==> config.mk <==
export PLATFORM = sky130hd
export DESIGN_NAME = fdu_heartbeat_tx
export DESIGN_NICKNAME = d
export VERILOG_FILES = /design/src/rtl/fdu_pkg.sv /design/src/rtl/fdu_heartbeat_tx_sync2.sv /design/src/rtl/fdu_heartbeat_tx.sv
export SDC_FILE = /design/constraint.sdc
export NUM_CORES = 1
export LEC_CHECK = 0
export ABC_CLOCK_PERIOD_IN_PS = 4350
export CAP_MARGIN = 20
export CORE_AREA = 2 2 99 101
export CTS_BUF_LIST = sky130_fd_sc_hd__clkbuf_2 sky130_fd_sc_hd__clkbuf_4 sky130_fd_sc_hd__clkbuf_8
export CTS_CLUSTER_DIAMETER = 60
export CTS_CLUSTER_SIZE = 25
export DETAILED_ROUTE_END_ITERATION = 10
export DIE_AREA = 0 0 101 103
export HOLD_SLACK_MARGIN = 0.08
export SETUP_SLACK_MARGIN = 0.5
export SLEW_MARGIN = 10
export SYNTH_ARGS = -nofsm -noshare
export SYNTH_HDL_FRONTEND = slang
export SYNTH_SLANG_ARGS = --single-unit
==> constraint.sdc <==
create_clock -name clk -period 4.35 [get_ports clk]
set_input_delay 0.6525 -clock clk [delete_from_list [all_inputs] [get_ports clk]]
set_output_delay 0.6525 -clock clk [all_outputs]
set_load 0.03 [all_outputs]
==> src/rtl/fdu_pkg.sv <==
`default_nettype none
// ============================================================================
// Package     : fdu_pkg
// Description : Shared definitions for both ends of the FDU heartbeat link:
//               state encodings, the 3-bit Gray rolling-code step and the
//               default timing constants.
// Revision    : 1.0 - initial release
// ============================================================================
package fdu_pkg;

  // State encoding, visible on state_out for LEDs/debug
  typedef enum logic [1:0] {
    ST_IDLE     = 2'b00,
    ST_RUN      = 2'b01,
    ST_STALLED  = 2'b10,
    ST_POR_HOLD = 2'b11
  } fdu_state_t;

  // Default timing at 50 MHz: 100 ms beat, 500 ms kick timeout
  localparam int DEF_BEAT_PERIOD  = 5000000;
  localparam int DEF_KICK_TIMEOUT = 25000000;

  // Next heartbeat code: 000>001>011>010>110>111>101>100>000
  function automatic logic [2:0] gray_next(input logic [2:0] code);
    logic [2:0] nxt;
    case (code)
      3'b000:  nxt = 3'b001;
      3'b001:  nxt = 3'b011;
      3'b011:  nxt = 3'b010;
      3'b010:  nxt = 3'b110;
      3'b110:  nxt = 3'b111;
      3'b111:  nxt = 3'b101;
      3'b101:  nxt = 3'b100;
      default: nxt = 3'b000;
    endcase
    return nxt;
  endfunction

endpackage
`default_nettype wire

==> src/rtl/fdu_heartbeat_tx_sync2.sv <==
`default_nettype none
// ============================================================================
// Module      : sync2
// Description : Two-flop synchronizer for a single asynchronous level,
//               synchronous active-low reset to 0.
// Revision    : 1.0 - initial release
// ============================================================================
module sync2 (
  input  logic clk,
  input  logic reset,
  input  logic i_d,
  output logic o_q
);

  logic r_meta;
  logic r_sync;

  // Two-stage capture of the asynchronous input into the clk domain
  always_ff @(posedge clk) begin
    if (!reset) begin
      r_meta <= 1'b0;
      r_sync <= 1'b0;
    end else begin
      r_meta <= i_d;
      r_sync <= r_meta;
    end
  end

  assign o_q = r_sync;

endmodule
`default_nettype wire

==> src/rtl/fdu_heartbeat_tx.sv <==
`default_nettype none
// ============================================================================
// Module      : fdu_heartbeat_tx
// Description : Processor-side FDU heartbeat transmitter. Steps a 3-bit Gray
//               code every BEAT_PERIOD cycles while software keeps kicking,
//               freezes the code when kicks stop, and parks at 000 while the
//               FDU requests POR. Reports the synchronized prime line.
// Revision    : 1.0 - initial release
// ============================================================================
module fdu_heartbeat_tx
  import fdu_pkg::*;
#(
  parameter int BEAT_PERIOD  = DEF_BEAT_PERIOD,
  parameter int KICK_TIMEOUT = DEF_KICK_TIMEOUT,
  parameter int CNT_W        = 29
) (
  input  logic       clk,
  input  logic       reset,
  input  logic       enable,
  input  logic       kick,
  input  logic       prime_in,
  input  logic       por_in,
  output logic [2:0] hb_code,
  output logic       is_prime,
  output logic       stalled,
  output logic [1:0] state_out
);

  localparam logic [CNT_W-1:0] c_BEAT_LAST = CNT_W'(BEAT_PERIOD - 1);
  localparam logic [CNT_W-1:0] c_KICK_LAST = CNT_W'(KICK_TIMEOUT - 1);
  localparam logic [CNT_W-1:0] c_ONE       = CNT_W'(1);

  fdu_state_t       r_state;
  fdu_state_t       w_state_nxt;
  logic [CNT_W-1:0] r_beat_cnt;
  logic [CNT_W-1:0] w_beat_nxt;
  logic [CNT_W-1:0] r_kick_cnt;
  logic [CNT_W-1:0] w_kick_nxt;
  logic [2:0]       r_code;
  logic [2:0]       w_code_nxt;
  logic             w_por;
  logic             w_prime;
  logic             w_kick_done;
  logic             w_beat_done;

  sync2 u_sync_prime (
    .clk   (clk),
    .reset (reset),
    .i_d   (prime_in),
    .o_q   (w_prime)
  );

  sync2 u_sync_por (
    .clk   (clk),
    .reset (reset),
    .i_d   (por_in),
    .o_q   (w_por)
  );

  assign w_kick_done = (r_kick_cnt == c_KICK_LAST);
  assign w_beat_done = (r_beat_cnt == c_BEAT_LAST);

  // Next-state, counter and code decisions in priority order: por > enable > kick > timeout > beat
  always_comb begin
    w_state_nxt = r_state;
    w_beat_nxt  = r_beat_cnt;
    w_kick_nxt  = r_kick_cnt;
    w_code_nxt  = r_code;
    case (r_state)
      ST_IDLE: begin
        w_beat_nxt = '0;
        w_kick_nxt = '0;
        w_code_nxt = 3'b000;
        if (enable) w_state_nxt = ST_RUN;
      end
      ST_RUN: begin
        if (w_por) begin
          w_state_nxt = ST_POR_HOLD;
          w_beat_nxt  = '0;
          w_kick_nxt  = '0;
          w_code_nxt  = 3'b000;
        end else if (!enable) begin
          w_state_nxt = ST_IDLE;
          w_beat_nxt  = '0;
          w_kick_nxt  = '0;
          w_code_nxt  = 3'b000;
        end else if (!kick && w_kick_done) begin
          // Timeout: freeze code and counters so the watchdog sees no activity
          w_state_nxt = ST_STALLED;
        end else begin
          w_kick_nxt = kick ? '0 : (r_kick_cnt + c_ONE);
          if (w_beat_done) begin
            w_beat_nxt = '0;
            w_code_nxt = gray_next(r_code);
          end else begin
            w_beat_nxt = r_beat_cnt + c_ONE;
          end
        end
      end
      ST_STALLED: begin
        if (w_por) begin
          w_state_nxt = ST_POR_HOLD;
          w_beat_nxt  = '0;
          w_kick_nxt  = '0;
          w_code_nxt  = 3'b000;
        end else if (!enable) begin
          w_state_nxt = ST_IDLE;
          w_beat_nxt  = '0;
          w_kick_nxt  = '0;
          w_code_nxt  = 3'b000;
        end else if (kick) begin
          // Resume from the frozen code with a fresh beat and timeout window
          w_state_nxt = ST_RUN;
          w_beat_nxt  = '0;
          w_kick_nxt  = '0;
        end
      end
      ST_POR_HOLD: begin
        w_beat_nxt = '0;
        w_kick_nxt = '0;
        w_code_nxt = 3'b000;
        if (!w_por) w_state_nxt = ST_IDLE;
      end
      default: begin
        w_state_nxt = ST_IDLE;
        w_beat_nxt  = '0;
        w_kick_nxt  = '0;
        w_code_nxt  = 3'b000;
      end
    endcase
  end

  // State, counter and code registers with synchronous active-low reset
  always_ff @(posedge clk) begin
    if (!reset) begin
      r_state    <= ST_IDLE;
      r_beat_cnt <= '0;
      r_kick_cnt <= '0;
      r_code     <= 3'b000;
    end else begin
      r_state    <= w_state_nxt;
      r_beat_cnt <= w_beat_nxt;
      r_kick_cnt <= w_kick_nxt;
      r_code     <= w_code_nxt;
    end
  end

  assign hb_code   = r_code;
  assign state_out = r_state;
  assign stalled   = (r_state == ST_STALLED);
  assign is_prime  = w_prime;

endmodule
`default_nettype wire

# Word-level counts from Yosys, hierarchy flattened
# Index checks and enable logic that the tools add are counted.
[op_classes]
n_addsub = 2
eq_ne = 18
n_mux = 30
reduce_logical = 8
[ops]
columns = ["operator", "n"]
rows = [
  ["$mux W29", 11],
  ["$pmux W29 S3", 2],
  ["$add A29 B1 Y29 const B", 2],
  ["$eq A29 B23 Y1 const B", 1],
  ["$eq A29 B25 Y1 const B", 1],
  ["$pmux W3 S7", 1],
  ["$mux W3", 6],
  ["$mux W2", 8],
  ["$ne A4 B3 Y1 const B", 4],
  ["$eq A3 B3 Y1 const B", 3],
  ["$pmux W3 S3", 1],
  ["$pmux W2 S4", 1],
  ["$eq A3 B2 Y1 const B", 2],
  ["$eq A2 B2 Y1 const B", 2],
  ["$ne A2 B2 Y1 const B", 2],
  ["$reduce_and A4 Y1", 1],
  ["$eq A3 B1 Y1 const B", 1],
  ["$logic_not A3 Y1", 1],
  ["$ne A3 B2 Y1 const B", 1],
  ["$reduce_and A3 Y1", 1],
  ["$eq A2 B1 Y1 const B", 1],
  ["$logic_not A2 Y1", 1],
  ["$reduce_and A2 Y1", 1],
  ["$reduce_or A2 Y1", 1],
  ["2 further kinds", 2],
]
[totals]
register_bits = 67
input_bits = 6
output_inout_bits = 7
elab_cells = 66

# Logic depth before layout (Yosys ltp)
[depth]
ltp_word = 7
ltp_mapped = 10
mapped_depth_nobuf = 7

# By module
# Synthesis repeated with hierarchy kept, for this count alone.
[hier_totals]
hier_cells = 473
hier_area_um2 = 3739.8
[modules_own_cells]
columns = ["mod", "n_inst", "cells_per_inst", "area_each_um2", "seq_area_each_um2"]
rows = [
  ["fdu_heartbeat_tx", 1, 465, 3634.7, 1261.2],
  ["sync2", 2, 4, 52.6, 40.0],
]

# Worst setup path after synthesis
# No wires, ideal clock.
[synth_path]
path_type = "register -> register"
from = "register r_state[1], in the netlist state_out[1]"
to = "register r_beat_cnt[1]"
arrival_ns = 2.291
t_required_ns = 4.233
slack_ns = 1.942
stages_incl_launch_ff = 9
n_path_buf = 3
cell_sequence = "dfxtp_1 clkbuf_1 nor2b_1 nand3b_1 nor2_1 buf_2 nor4_1 clkbuf_1 a22o_1"
[synth_between]
elab_chain_len = 3
[synth_rtl]
columns = ["element", "line_no", "text"]
rows = [
  ["start: declaration", "fdu_heartbeat_tx.sv:33", "fdu_state_t r_state;"],
  ["start signal: assignment", "fdu_heartbeat_tx.sv:141", "r_state <= w_state_nxt;"],
  ["$eq A2 B2 Y1 (*)", "-", ""],
  ["named net stalled", "fdu_heartbeat_tx.sv:25", "output logic stalled,"],
  ["$ne A4 B3 Y1 (no source line)", "-", ""],
  ["$reduce_and A2 Y1 (no source line)", "-", ""],
  ["end signal: assignment", "fdu_heartbeat_tx.sv:142", "r_beat_cnt <= w_beat_nxt;"],
  ["end: declaration", "fdu_heartbeat_tx.sv:35", "logic [CNT_W-1:0] r_beat_cnt;"],
]
# The timed path passes the listed nets; every way through them passes the cells marked *.
# A chain may end at the register's enable or synchronous reset.

# Worst setup path after layout
[layout_path]
from = "register r_beat_cnt[0]"
to = "register r_beat_cnt[2]"
[layout_between]
elab_chain_len = 6
[layout_rtl]
columns = ["element", "line_no", "text"]
rows = [
  ["$add A29 B1 Y29 / $eq A29 B23 Y1 (equally long branches)", "fdu_heartbeat_tx.sv:96, fdu_heartbeat_tx.sv:61", ""],
  ["$mux W29 (*)", "fdu_heartbeat_tx.sv:92", "if (w_beat_done) begin"],
  ["$mux W29 (*)", "fdu_heartbeat_tx.sv:87", "end else if (!kick && w_kick_done) begin"],
  ["$mux W29 (*)", "fdu_heartbeat_tx.sv:82", "end else if (!enable) begin"],
  ["$mux W29 (*)", "fdu_heartbeat_tx.sv:77", "if (w_por) begin"],
  ["$pmux W29 S3 (*)", "fdu_heartbeat_tx.sv:69", "case (r_state)"],
]
# Every way passes the cells marked *; elsewhere a longest branch is shown, timed or not. The select of a mux whose other input is x is not followed.

==> metrics.txt <==
Chip Width 101 um; 1st-iter DRT viols 198; FF-to-FF path depth 9; DR DRC count 0; Synth Net Count 471; largest net degree at the start of global routing 36; standard-cell rows 36; clk root buf clkbuf_8; vias in the first global route 3211; Clk Latency, worst-skew pair 0.35 ns; share of the synthesized area in the top cell type 36.7%; reg2reg start r_beat_cnt[0]; number of clock buffers inserted by TritonCTS 9; # setup viols final 0; TritonCTS clock tree yes; Arrival @ worst endpoint 3.20 ns; WL/cell 15.8 um; fraction of registers with async set/reset 0%; Synth Flop Type dfxtp_1; non-filler instance count after layout 583; CTS Buffer Depth 2; Top Family by Delay on Critical Path compound AO/OA/AOI/OAI gates; boundary pin count 13; area of the multi-input gates 0.00213 mm2; reg2reg end r_beat_cnt[2]; Setup Buffers After CTS 0; die area 0.0104 mm2; P&R area growth vs syn 9.55%; GRT Residual Overflow 0; Post-Syn Area 0.00366 mm2; CP dominant cell by count buf_4; minimum clock period 2.98 ns; critical path fanouts, max 10; hold wc startpoint u_sync_por.r_meta; most numerous cell in the Yosys netlist dfxtp_1; Worst Hold End u_sync_por.o_q; initial core utilization 38.7%; crit-path cells ha_1 > nand3_1 > or2_2 > o31ai_1 > buf_4 > nor4_1 > buf_4 > a21oi_1 > o21ai_0; Max Clock Skew 0.0132 ns; clock slew at reported path FFs 0.07 ns; Filler Cell Count 984; CTS resizes 0; CP max stage delay 0.81 ns; port bufs 12; max_cap viols 0; ANT cells 0; Placer Congestion 0.841; Detail Placement HPWL 6.32 mm; Achievable Freq 336 MHz; Final period util 68.4%; outcome finished clean; Worst Hold Depth 1; Clock Sinks 67; Worst path depth 9; Yosys cell types 64; path type of the worst min-delay path flop to flop; Final Util 42.3%; register area 0.00134 mm2; PnR worst setup slack 1.37 ns; Yosys reg bits 67; synth top area cells dfxtp_1, nand2_1, o21ai_0, a21oi_1, nor2_1; initial antenna violation count 0; WP buf/inv 2; startpoint types flop; RSZ-0062 raised after global routing no; critical path type flop to flop; top cells by count, synth dfxtp_1, nand2_1, o21ai_0; Vias/cell 5.98; share of layout cells above drive strength 1 8.32%; router iterations before antenna repair 5; die height 103 um; max_slew headroom 36.2%; vias post-DR 3486; Setup WS pre-CTS 1.26 ns; Placed Instances 568; Routed WL 9.24 mm; Post-synth EDFFs 0; core area 0.00946 mm2; register area share after synthesis 36.7%; first-pass GRT wire length 15.5 mm; Slowest cell on crit path o31ai_1; Nets 473; Avg Inst Size Synth 7.90 um2; ANT nets after route 0; Leak Pwr 1.28 nW; Max VDD drop 0.133 mV; Syn. warnings 0; R2R setup slack 1.37 ns; CP endpoint kind flop; TNS Setup 0 ns; leading area contributor after synthesis dfxtp_1; Least-Margin Pin Slew 0.948 ns; fin. max-slew vios 0; cells after synthesis 463; CP Data Required Time 4.57 ns; CTS hold repair buffers 0; H-tree depth 3; Pwr per Cell Area 301 mW/mm2; Fin. Hold Viols 0; Total GRT Usage 18.7%
-- metal layers --
metal / up-vias / GRT usage [%] / wire length, um
met5: - / 0 / 0
met4: 0 / 7.38 / 200
met3: 14 / 3.59 / 404
met2: 72 / 32.6 / 4440
met1: 1670 / 22.9 / 4190
li1: 1730 / - / -
-- flip-flops by register name (all words and copies together), names as in the netlist --
| name | cells |
|---|---|
| r_beat_cnt | 29 |
| r_kick_cnt | 29 |
| hb_code | 3 |
| state_out | 2 |
| u_sync_por.o_q | 1 |
| u_sync_por.r_meta | 1 |
| u_sync_prime.o_q | 1 |
| u_sync_prime.r_meta | 1 |
-- worst reg2reg max path, delay by kind of cell (launching register included) --
kind,cells,cell delay (ns)
compound gates,3,1.09
fa+ha+maj,1,0.22
buf+inv,2,0.50
flops,1,0.40
simple gates,3,0.66
-- logic make-up (layout without fill, tap and decap cells) --
group	Yosys count	count (layout)	share of synthesized area [%]
AOI/OAI and AO/OA	139	139	23.4
muxes	3	3	1.10
and+or+nand+nor	214	214	32.1
buffers and inverters	34	40	5.00
adders and majority gates	2	2	0.684
xor gates and xnor gates	4	4	0.958
DFF	67	67	36.7
-- final cells by class --
| cell class | instances | share of cell area, % |
|---|---|---|
| clock inverter | 2 | 0.875 |
| sequential | 67 | 33.5 |
| multi-input combinational | 362 | 53.2 |
| tap | 114 | 3.56 |
| inverter | 8 | 0.750 |
| clock buffer | 13 | 4.15 |
| timing repair buffer | 17 | 3.94 |
-- per-stage QoR --
| stage | power (mW) | hold slack, ns | cell area (um2) |
|---|---|---|---|
| after global placement | 0.686 | 0.414 | 3800 |
| after global routing | 1.26 | 0.496 | 4010 |
| final | 1.21 | 0.443 | 4010 |
| after detailed placement | 0.687 | 0.422 | 3800 |
| after CTS | 1.22 | 0.443 | 4010 |
| after floorplan | 0.668 | 0.412 | 3660 |
-- worst max-delay path by stage --
stage,from,endpoint,slack [ns]
2_1_floorplan,state_out[1],r_beat_cnt[1],1.94
3_3_place_gp,kick,r_kick_cnt[24],1.30
3_5_place_dp,enable,r_kick_cnt[23],1.26
4_1_cts,r_beat_cnt[0],r_beat_cnt[2],1.43
5_1_grt,r_beat_cnt[0],r_beat_cnt[2],1.13
6_report,r_beat_cnt[0],r_beat_cnt[2],1.37
-- where the power goes --
| group | internal, mW | switching (mW) |
|---|---|---|
| combinational | 0.0199 | 0.0333 |
| sequential | 0.616 | 0.00341 |
| clock | 0.305 | 0.229 |
-- cells in the final DEF (no fill, tap or decap), types with 5 or more instances in the layout --
cell type and n:
a21o_1 5, a21oi_1 32, a31oi_1 14, and2_1 11, and3_1 13, buf_4 5, clkbuf_8 11, clkdlybuf4s50_1 12
dfxtp_1 67, inv_1 8, nand2_1 48, nand3_1 23, nand4_1 14, nor2_1 32, nor3_1 14, nor4_1 7
nor4b_1 5, o211ai_1 7, o21ai_0 35, o21ai_1 14, or3_1 13
Power figures use the tool's default switching activity.
